[config.mk]
export PLATFORM = sky130hd
export DESIGN_NAME = seq_shift_add_multiplier
export DESIGN_NICKNAME = d
export VERILOG_FILES = /design/src/rtl/seq_shift_add_multiplier_pkg.sv /design/src/rtl/seq_shift_add_multiplier_eightbitadder.sv /design/src/rtl/seq_shift_add_multiplier.sv
export SDC_FILE = /design/constraint.sdc
export NUM_CORES = 1
export LEC_CHECK = 0
export CAP_MARGIN = 5
export CORE_MARGIN = 2
export CORE_UTILIZATION = 25
export CTS_BUF_LIST = sky130_fd_sc_hd__clkbuf_4 sky130_fd_sc_hd__clkbuf_8 sky130_fd_sc_hd__clkbuf_16
export CTS_CLUSTER_DIAMETER = 50
export DETAILED_ROUTE_END_ITERATION = 6
export HOLD_SLACK_MARGIN = 0.12
export PLACE_DENSITY = 0.47
export SETUP_SLACK_MARGIN = 0.3
export SLEW_MARGIN = 20
export SYNTH_ARGS = -nofsm -noshare
export SYNTH_HDL_FRONTEND = slang
export SYNTH_HIERARCHICAL = 1
export SYNTH_SLANG_ARGS = --single-unit
[constraint.sdc]
create_clock -name clk -period 4.6 [get_ports clk]
set_input_delay 0.46 -clock clk [delete_from_list [all_inputs] [get_ports clk]]
set_output_delay 0.46 -clock clk [all_outputs]
set_load 0.01 [all_outputs]
[src/rtl/seq_shift_add_multiplier_pkg.sv]
// Shared types and constants for the shift-add multiplier.
// State encodings and the fixed operand width.
package seq_shift_add_multiplier_pkg;

  localparam int MULT_WIDTH = 8;

  typedef enum logic [1:0] {
    S_IDLE = 2'b00,
    S_RUN  = 2'b01,
    S_DONE = 2'b10
  } state_t;

endpackage

[src/rtl/seq_shift_add_multiplier_eightbitadder.sv]
// 8-bit ripple-carry adder used as the multiplier add stage.
// Purely combinational.
module eightbitadder (
  input  logic [7:0] a,
  input  logic [7:0] b,
  input  logic       cin,
  output logic [7:0] s,
  output logic       cout
);

  logic [8:0] c;

  assign c[0] = cin;

  for (genvar i = 0; i < 8; i++) begin : g_fa
    assign s[i]   = a[i] ^ b[i] ^ c[i];
    assign c[i+1] = (a[i] & b[i]) |
                    (c[i] & (a[i] ^ b[i]));
  end

  assign cout = c[8];

endmodule

[src/rtl/seq_shift_add_multiplier.sv]
// Unsigned 8x8 sequential shift-add multiplier.
// One partial-product add per cycle, valid/ready on both sides.
module seq_shift_add_multiplier
  import seq_shift_add_multiplier_pkg::*;
#(
  parameter int WIDTH = MULT_WIDTH,
  parameter int CNT_W = 3
) (
  input  logic               clk,
  input  logic               rst,
  input  logic               in_valid,
  output logic               in_ready,
  input  logic [WIDTH-1:0]   a,
  input  logic [WIDTH-1:0]   b,
  output logic               out_valid,
  input  logic               out_ready,
  output logic [2*WIDTH-1:0] p,
  output logic               busy
);

  state_t state, state_nxt;

  logic [WIDTH-1:0] m_q;
  logic [WIDTH-1:0] h_q;
  logic [WIDTH-1:0] q_q;
  logic [CNT_W-1:0] cnt_q;

  logic [WIDTH-1:0]   add_b;
  logic [WIDTH-1:0]   sum;
  logic               cout;
  logic               last;
  logic [2*WIDTH-1:0] step;

  assign add_b = q_q[0] ? m_q : '0;

  eightbitadder u_add (
    .a    (h_q),
    .b    (add_b),
    .cin  (1'b0),
    .s    (sum),
    .cout (cout)
  );

  // carry lands in the top bit of H, Q shifts right
  assign step = {cout, sum, q_q[WIDTH-1:1]};
  assign last = (cnt_q == CNT_W'(WIDTH - 1));

  always_ff @(posedge clk or posedge rst) begin
    if (rst) state <= S_IDLE;
    else     state <= state_nxt;
  end

  always_comb begin
    state_nxt = state;
    in_ready  = 1'b0;
    out_valid = 1'b0;
    busy      = 1'b0;
    case (state)
      S_IDLE: begin
        in_ready = 1'b1;
        if (in_valid) state_nxt = S_RUN;
      end
      S_RUN: begin
        busy = 1'b1;
        if (last) state_nxt = S_DONE;
      end
      S_DONE: begin
        out_valid = 1'b1;
        if (out_ready) state_nxt = S_IDLE;
      end
      default: state_nxt = S_IDLE;
    endcase
  end

  always_ff @(posedge clk or posedge rst) begin
    if (rst) begin
      m_q   <= '0;
      h_q   <= '0;
      q_q   <= '0;
      cnt_q <= '0;
      p     <= '0;
    end else begin
      case (state)
        S_IDLE: begin
          if (in_valid) begin
            m_q   <= a;
            q_q   <= b;
            h_q   <= '0;
            cnt_q <= '0;
          end
        end
        S_RUN: begin
          {h_q, q_q} <= step;
          cnt_q      <= cnt_q + 1'b1;
          if (last) p <= step;
        end
        default: ;
      endcase
    end
  end

endmodule

# After elaboration in Yosys (flattened, before gate mapping)
# Cells that the tools add are included.
# totals
inputBits	20
romBits	0
latchBits	0
ram_bits	0
n_memories	0
out_inout_bits	19
register_bits	45
# classes
div	0
n_bitwise	37
mux	14
mul	0
n_reduce_logical	6
eq_ne	6
n_lt_le_gt_ge	0
n_shift	0
addsub	1
# ops
cell	n
$pmux W8 S2	2
$mux W8	3
$and A1 B1 Y1	15
$xor A1 B1 Y1	15
$or A1 B1 Y1	7
$mux W2	3
$ne A2 B2 Y1 const B	3
$pmux W2 S3	1
$pmux W3 S2	1
$reduce_and A2 Y1	3
$add A3 B1 Y3 const B	1
$eq A3 B3 Y1 const B	1
$mux W1	3
$mux W3	1
$reduce_and A3 Y1	1
$eq A2 B1 Y1 const B	1
$eq A2 B2 Y1 const B	1
$logic_not A2 Y1	1
$reduce_bool A2 Y1	1

# Depth between registers and ports, before layout
# depth
word_depth	17
ltp_mapped	14
mapped_depth_nobuf	14

# By module
# The synthesis kept the hierarchy.
# modules_own_cells
mod	seq_area_each_um2	instances	area_per_inst_um2	cells_each
seq_shift_add_multiplier	1126.1	1	1896.8	139
eightbitadder	0.0	1	197.7	18

# Least setup slack after synthesis
# No wires, ideal clock.
# synth_timing
kind	reg2reg
from	register q_q[0]
to	register p[14]
n_path_buf	0
arrival_time_ps	3721
setup_ps	64
path_stages_with_launch	15
path_slack_ps	815
period_less_slack_ps	3785
path_cell_list	dfrtp_1 > and2_1 > fa_1 > inv_1 > fa_1 > inv_1 > fa_1 > fa_1 > fa_1 > fa_1 > fa_1 > inv_1 > fa_1 > inv_1 > mux2_4
# synth_between
elab_chain_len	15
elab_cells_between_ends	28
classes_between	mux: 1; bitwise: 27
# synth_rtl
element	line_no	source
from (decl)	seq_shift_add_multiplier.sv:25	logic [WIDTH-1:0] q_q;
from (signal assigned)	seq_shift_add_multiplier.sv:93	{h_q, q_q} <= step;
$mux W8	seq_shift_add_multiplier.sv:34	assign add_b = q_q[0] ? m_q : '0;
via add_b[0]	seq_shift_add_multiplier.sv:28	logic [WIDTH-1:0] add_b;
$and A1 B1 Y1	seq_shift_add_multiplier_eightbitadder.sv:17	assign c[i+1] = (a[i] & b[i]) |
$and A1 B1 Y1	seq_shift_add_multiplier_eightbitadder.sv:18	(c[i] & (a[i] ^ b[i]));
$or A1 B1 Y1	seq_shift_add_multiplier_eightbitadder.sv:17	
$and A1 B1 Y1	seq_shift_add_multiplier_eightbitadder.sv:18	
$or A1 B1 Y1	seq_shift_add_multiplier_eightbitadder.sv:17	
$and A1 B1 Y1	seq_shift_add_multiplier_eightbitadder.sv:18	
$or A1 B1 Y1	seq_shift_add_multiplier_eightbitadder.sv:17	
$and A1 B1 Y1	seq_shift_add_multiplier_eightbitadder.sv:18	
$or A1 B1 Y1	seq_shift_add_multiplier_eightbitadder.sv:17	
$and A1 B1 Y1	seq_shift_add_multiplier_eightbitadder.sv:18	
$or A1 B1 Y1	seq_shift_add_multiplier_eightbitadder.sv:17	
$and A1 B1 Y1	seq_shift_add_multiplier_eightbitadder.sv:18	
$or A1 B1 Y1	seq_shift_add_multiplier_eightbitadder.sv:17	
$xor A1 B1 Y1	seq_shift_add_multiplier_eightbitadder.sv:16	assign s[i] = a[i] ^ b[i] ^ c[i];
via sum[7]	seq_shift_add_multiplier.sv:29	logic [WIDTH-1:0] sum;
to (signal assigned)	seq_shift_add_multiplier.sv:95	if (last) p <= step;
to (decl)	seq_shift_add_multiplier.sv:17	output logic [2*WIDTH-1:0] p,
# The timed path passes the listed nets, and every way through them passes these cells.
# A chain may end at the register's enable or synchronous reset.

# Worst setup path in the final report
# layout_timing
from	register q_q[0]
to	register h_q[6]
# layout_between
elab_chain_len	16
elab_cells_between_ends	29
classes_between	mux: 2; bitwise: 27
# layout_rtl
element	line_no	source
$mux W8	seq_shift_add_multiplier.sv:34	
via add_b[0]	seq_shift_add_multiplier.sv:28	
$and A1 B1 Y1	seq_shift_add_multiplier_eightbitadder.sv:17	
$and A1 B1 Y1	seq_shift_add_multiplier_eightbitadder.sv:18	
$or A1 B1 Y1	seq_shift_add_multiplier_eightbitadder.sv:17	
$and A1 B1 Y1	seq_shift_add_multiplier_eightbitadder.sv:18	
$or A1 B1 Y1	seq_shift_add_multiplier_eightbitadder.sv:17	
$and A1 B1 Y1	seq_shift_add_multiplier_eightbitadder.sv:18	
[... 2 more ...]	-	
$or A1 B1 Y1	seq_shift_add_multiplier_eightbitadder.sv:17	
$and A1 B1 Y1	seq_shift_add_multiplier_eightbitadder.sv:18	
$or A1 B1 Y1	seq_shift_add_multiplier_eightbitadder.sv:17	
$and A1 B1 Y1	seq_shift_add_multiplier_eightbitadder.sv:18	
$or A1 B1 Y1	seq_shift_add_multiplier_eightbitadder.sv:17	
$xor A1 B1 Y1	seq_shift_add_multiplier_eightbitadder.sv:16	
via sum[7]	seq_shift_add_multiplier.sv:29	
$pmux W8 S2	seq_shift_add_multiplier.sv:83	case (state)
to (signal assigned)	seq_shift_add_multiplier.sv:93	
to (decl)	seq_shift_add_multiplier.sv:24	logic [WIDTH-1:0] h_q;
# The timed path passes the listed nets, and every way through them passes these cells.

==> impl_metrics.yaml <==
critical_path:
  criticalPathCategory: "reg2reg"
  cp_max_fo: 10
  timing.critical_path.arrival_ns: 4.19
  timing.critical_path.required_ns: 4.84
  rrSetupSlack_ns: 0.64
  cp-start-kind: "flop"
  end_kind: "flop"
global_route:
  grt_start_max_net_pins: 46
  grt_usage_pct: 10.1
  number_of_antenna_violations_at_the_first_check_in_global_routing: 0
  global_route.overflow_total: 0
  wire_length_of_the_first_global_routing_pass_um: 6910
  vias_in_the_first_global_route: 1321
clocking:
  cts_inserted_buffers: 5
  clock-root-buffer: "sky130_fd_sc_hd__clkbuf_8"
  cts.htree.levels: 2
  later_pin_clock_latency_in_the_skew_report_ns: 0.30
  post_cts.resized_instances: 0
  postCtsHoldBufs: 0
  cts.repair_timing.setup_buffer_count: 0
  clock-sinks: 45
  clock_tree.buffer_depth: 2
  cts_tree: "built"
  path_clk_slew_ns: 0.09
timing:
  fin_skew_ns: 0.0125
  post-route-period-util_pct: 86.0
  fmax_mhz: 253
  rsz0062_at_grt: "false"
  final-setup-viol-count: 0
  timing_max_transition_violations_final: 0
  fin_crit_ns: 3.96
  slew_headroom_pct: 36.0
  fin_setup_tns_ns: 0
  tightest_slew_ns: 0.959
  timing.final.hold_violations: 0
route:
  drt_pass1_iterations: 4
  postRouteAntennaNets: 0
  drc: 0
  via_count: 1323
  detail_route.wirelength_um: 4240
  dr.first_iter.drc_count: 84
  wl_per_cell_um: 14.1
  route.detailed.vias_per_inst: 4.40
layout:
  multiInputGateArea_um2: 855
  layout.area.seq_um2: 1130
  antenna_cells_inserted: 0
  postLayoutCellArea_um2: 2670
  area.growth.synth_to_final_pct: 27.7
  final_net_count: 225
  n_fill_cell: 834
  finish.cell_count_without_fillers: 301
  layout-drive-gt1-share_pct: 18.4
synth:
  synthSimpleGateAreaFrac_pct: 5.62
  distinct_cells_synth: 29
  muxShareOfSynthArea_pct: 14.5
  combinational_family_with_the_most_area_after_synthesis: "multiplexers"
  mappedNetlistNets: 187
  synth_xor_xnor_area_share_pct: 0
  ys_ff_latch: 45
  syn_inst: 157
  synth_sequential_area_ratio_pct: 53.8
  syn-mean-instance-area_um2: 13.3
  synth.yosys.warnings: 6
  synth_adder_area_share_pct: 8.84
  synth_compound_gate_area_share_pct: 11.6
  synth_area_um2: 2090
power:
  vdd.ir_drop.worst_mv: 0.177
  pnr_total_power_uw: 1960
  leakage_uw: 0.00115
  pwr_density_cell_nw_per_um2: 733
floorplan:
  fp.dieArea_um2: 9130
  start_util_pct: 25.6
  core_region_area_um2: 8180
  design.portCount: 39
  floorplan_row_count: 33
  die_h_um: 95.5
  die_w_um: 95.5
place:
  dpl_cell_area_um2: 2550
  port_buffers: 38
  dpl.cell_count: 293
  hpwlAfterDp_um: 2930
  finalWeightedCongestion: 0.729
worst_hold_path:
  min_path_type: "reg2reg"
flow_run:
  max_cap_viol_count: 0
run_status:
  outcome: "completed"
## placed cells by master (no fill, tap or decap), types with 2 or more instances in the layout
| master | n |
|---|---|
| sky130_fd_sc_hd__mux2_2 | 15 |
| sky130_fd_sc_hd__fa_1 | 8 |
| sky130_fd_sc_hd__clkdlybuf4s50_1 | 38 |
| sky130_fd_sc_hd__inv_1 | 11 |
| sky130_fd_sc_hd__ha_1 | 2 |
| sky130_fd_sc_hd__a22o_1 | 10 |
| sky130_fd_sc_hd__mux2_4 | 9 |
| sky130_fd_sc_hd__nor2_1 | 3 |
| sky130_fd_sc_hd__clkinv_1 | 2 |
| sky130_fd_sc_hd__dfrtp_1 | 45 |
| sky130_fd_sc_hd__nor2b_1 | 2 |
| sky130_fd_sc_hd__a21oi_1 | 8 |
| sky130_fd_sc_hd__o22ai_1 | 14 |
| sky130_fd_sc_hd__nand2b_1 | 2 |
| sky130_fd_sc_hd__and2_1 | 8 |
| sky130_fd_sc_hd__clkbuf_8 | 6 |
## critical path: stages (launching register included)
cell and delay [ns]:
sky130_fd_sc_hd__dfrtp_1 0.48, sky130_fd_sc_hd__and2_1 0.20, sky130_fd_sc_hd__fa_1 0.38, sky130_fd_sc_hd__inv_1 0.07, sky130_fd_sc_hd__fa_1 0.15, sky130_fd_sc_hd__inv_1 0.05, sky130_fd_sc_hd__fa_1 0.37, sky130_fd_sc_hd__fa_1 0.38
sky130_fd_sc_hd__fa_1 0.38, sky130_fd_sc_hd__fa_1 0.39, sky130_fd_sc_hd__fa_1 0.36, sky130_fd_sc_hd__inv_1 0.08, sky130_fd_sc_hd__fa_1 0.40, sky130_fd_sc_hd__inv_1 0.08, sky130_fd_sc_hd__a22o_1 0.13
## path summary, 6_finish.rpt
check                        from  endpoint  depth (start not counted)
min reg2reg                m_q[7]    m_q[7]                          1
min in group asynchronous     rst      p[5]                          2
max in group asynchronous     rst    h_q[3]                          2
min                        m_q[7]    m_q[7]                          1
max                        q_q[0]    h_q[6]                         14
max reg2reg                q_q[0]    h_q[6]                         14
## cell families after synthesis
| group | count (synthesis) |
|---|---|
| AND/OR/NAND/NOR | 19 |
| other | 1 |
| multiplexers | 24 |
| adder cells (fa/ha/maj) | 10 |
| buffers and inverters | 22 |
| flip-flops | 45 |
| AO/OA/AOI/OAI | 36 |
## layer usage
| layer | up-vias | routed length, um | GRT usage (%) |
|---|---|---|---|
| met5 | - | 0 | 0 |
| met4 | 0 | 79 | 4.29 |
| met3 | 4 | 136 | 2.37 |
| met2 | 24 | 2040 | 15.9 |
| met1 | 671 | 1990 | 13.5 |
| li1 | 624 | - | - |
## flip-flops by register name, summed over array words and instances, names as in the netlist
| signal | count |
|---|---|
| cnt_q | 3 |
| h_q | 8 |
| m_q | 8 |
| p | 16 |
| q_q | 8 |
| state | 2 |
## power breakdown
part	total (uW)	internal [uW]	switching, uW
clock network	314	177	137
logic	915	521	394
registers	732	592	140
total	1960	1290	672
## metrics by stage
step	util (%)	setup slack, ns	hold slack [ns]
2_1_floorplan	-	0.815	0.464
3_3_place_gp	31.2	0.670	0.481
3_5_place_dp	31.2	0.616	0.485
4_1_cts	32.7	0.599	0.509
5_1_grt	32.7	0.416	0.532
6_report	32.7	0.643	0.504
## cell usage after synthesis (all sizes together)
| cell type | n | area share [%] |
|---|---|---|
| clkinv | 3 | 0.78 |
| nor2b | 2 | 0.60 |
| nand2b | 2 | 0.60 |
| nor3 | 1 | 0.24 |
| a221oi | 1 | 0.42 |
| inv | 12 | 2.2 |
| a21oi | 8 | 1.9 |
| buf | 6 | 2.3 |
| and2 | 8 | 2.4 |
| o21bai | 1 | 0.36 |
| conb | 1 | 0.18 |
| o31ai | 1 | 0.36 |
| o22ai | 14 | 4.2 |
| dfrtp | 45 | 54 |
| fa | 8 | 7.6 |
| nand2 | 2 | 0.72 |
| ha | 2 | 1.2 |
| o21ai | 1 | 0.24 |
| clkbuf | 1 | 0.18 |
| mux2 | 24 | 15 |
| nor2 | 4 | 1.1 |
| a22o | 10 | 4.2 |
## cell type report
cell class                 count  area share (%)
clock buffer                   6            3.09
clock inverter                 2            1.40
inverter                      15            2.29
multi-input combinational     90            32.0
sequential                    45            42.1
tap                          105            4.91
timing repair buffer          38            14.2
No activity file was read; power rests on OpenSTA's default activity.
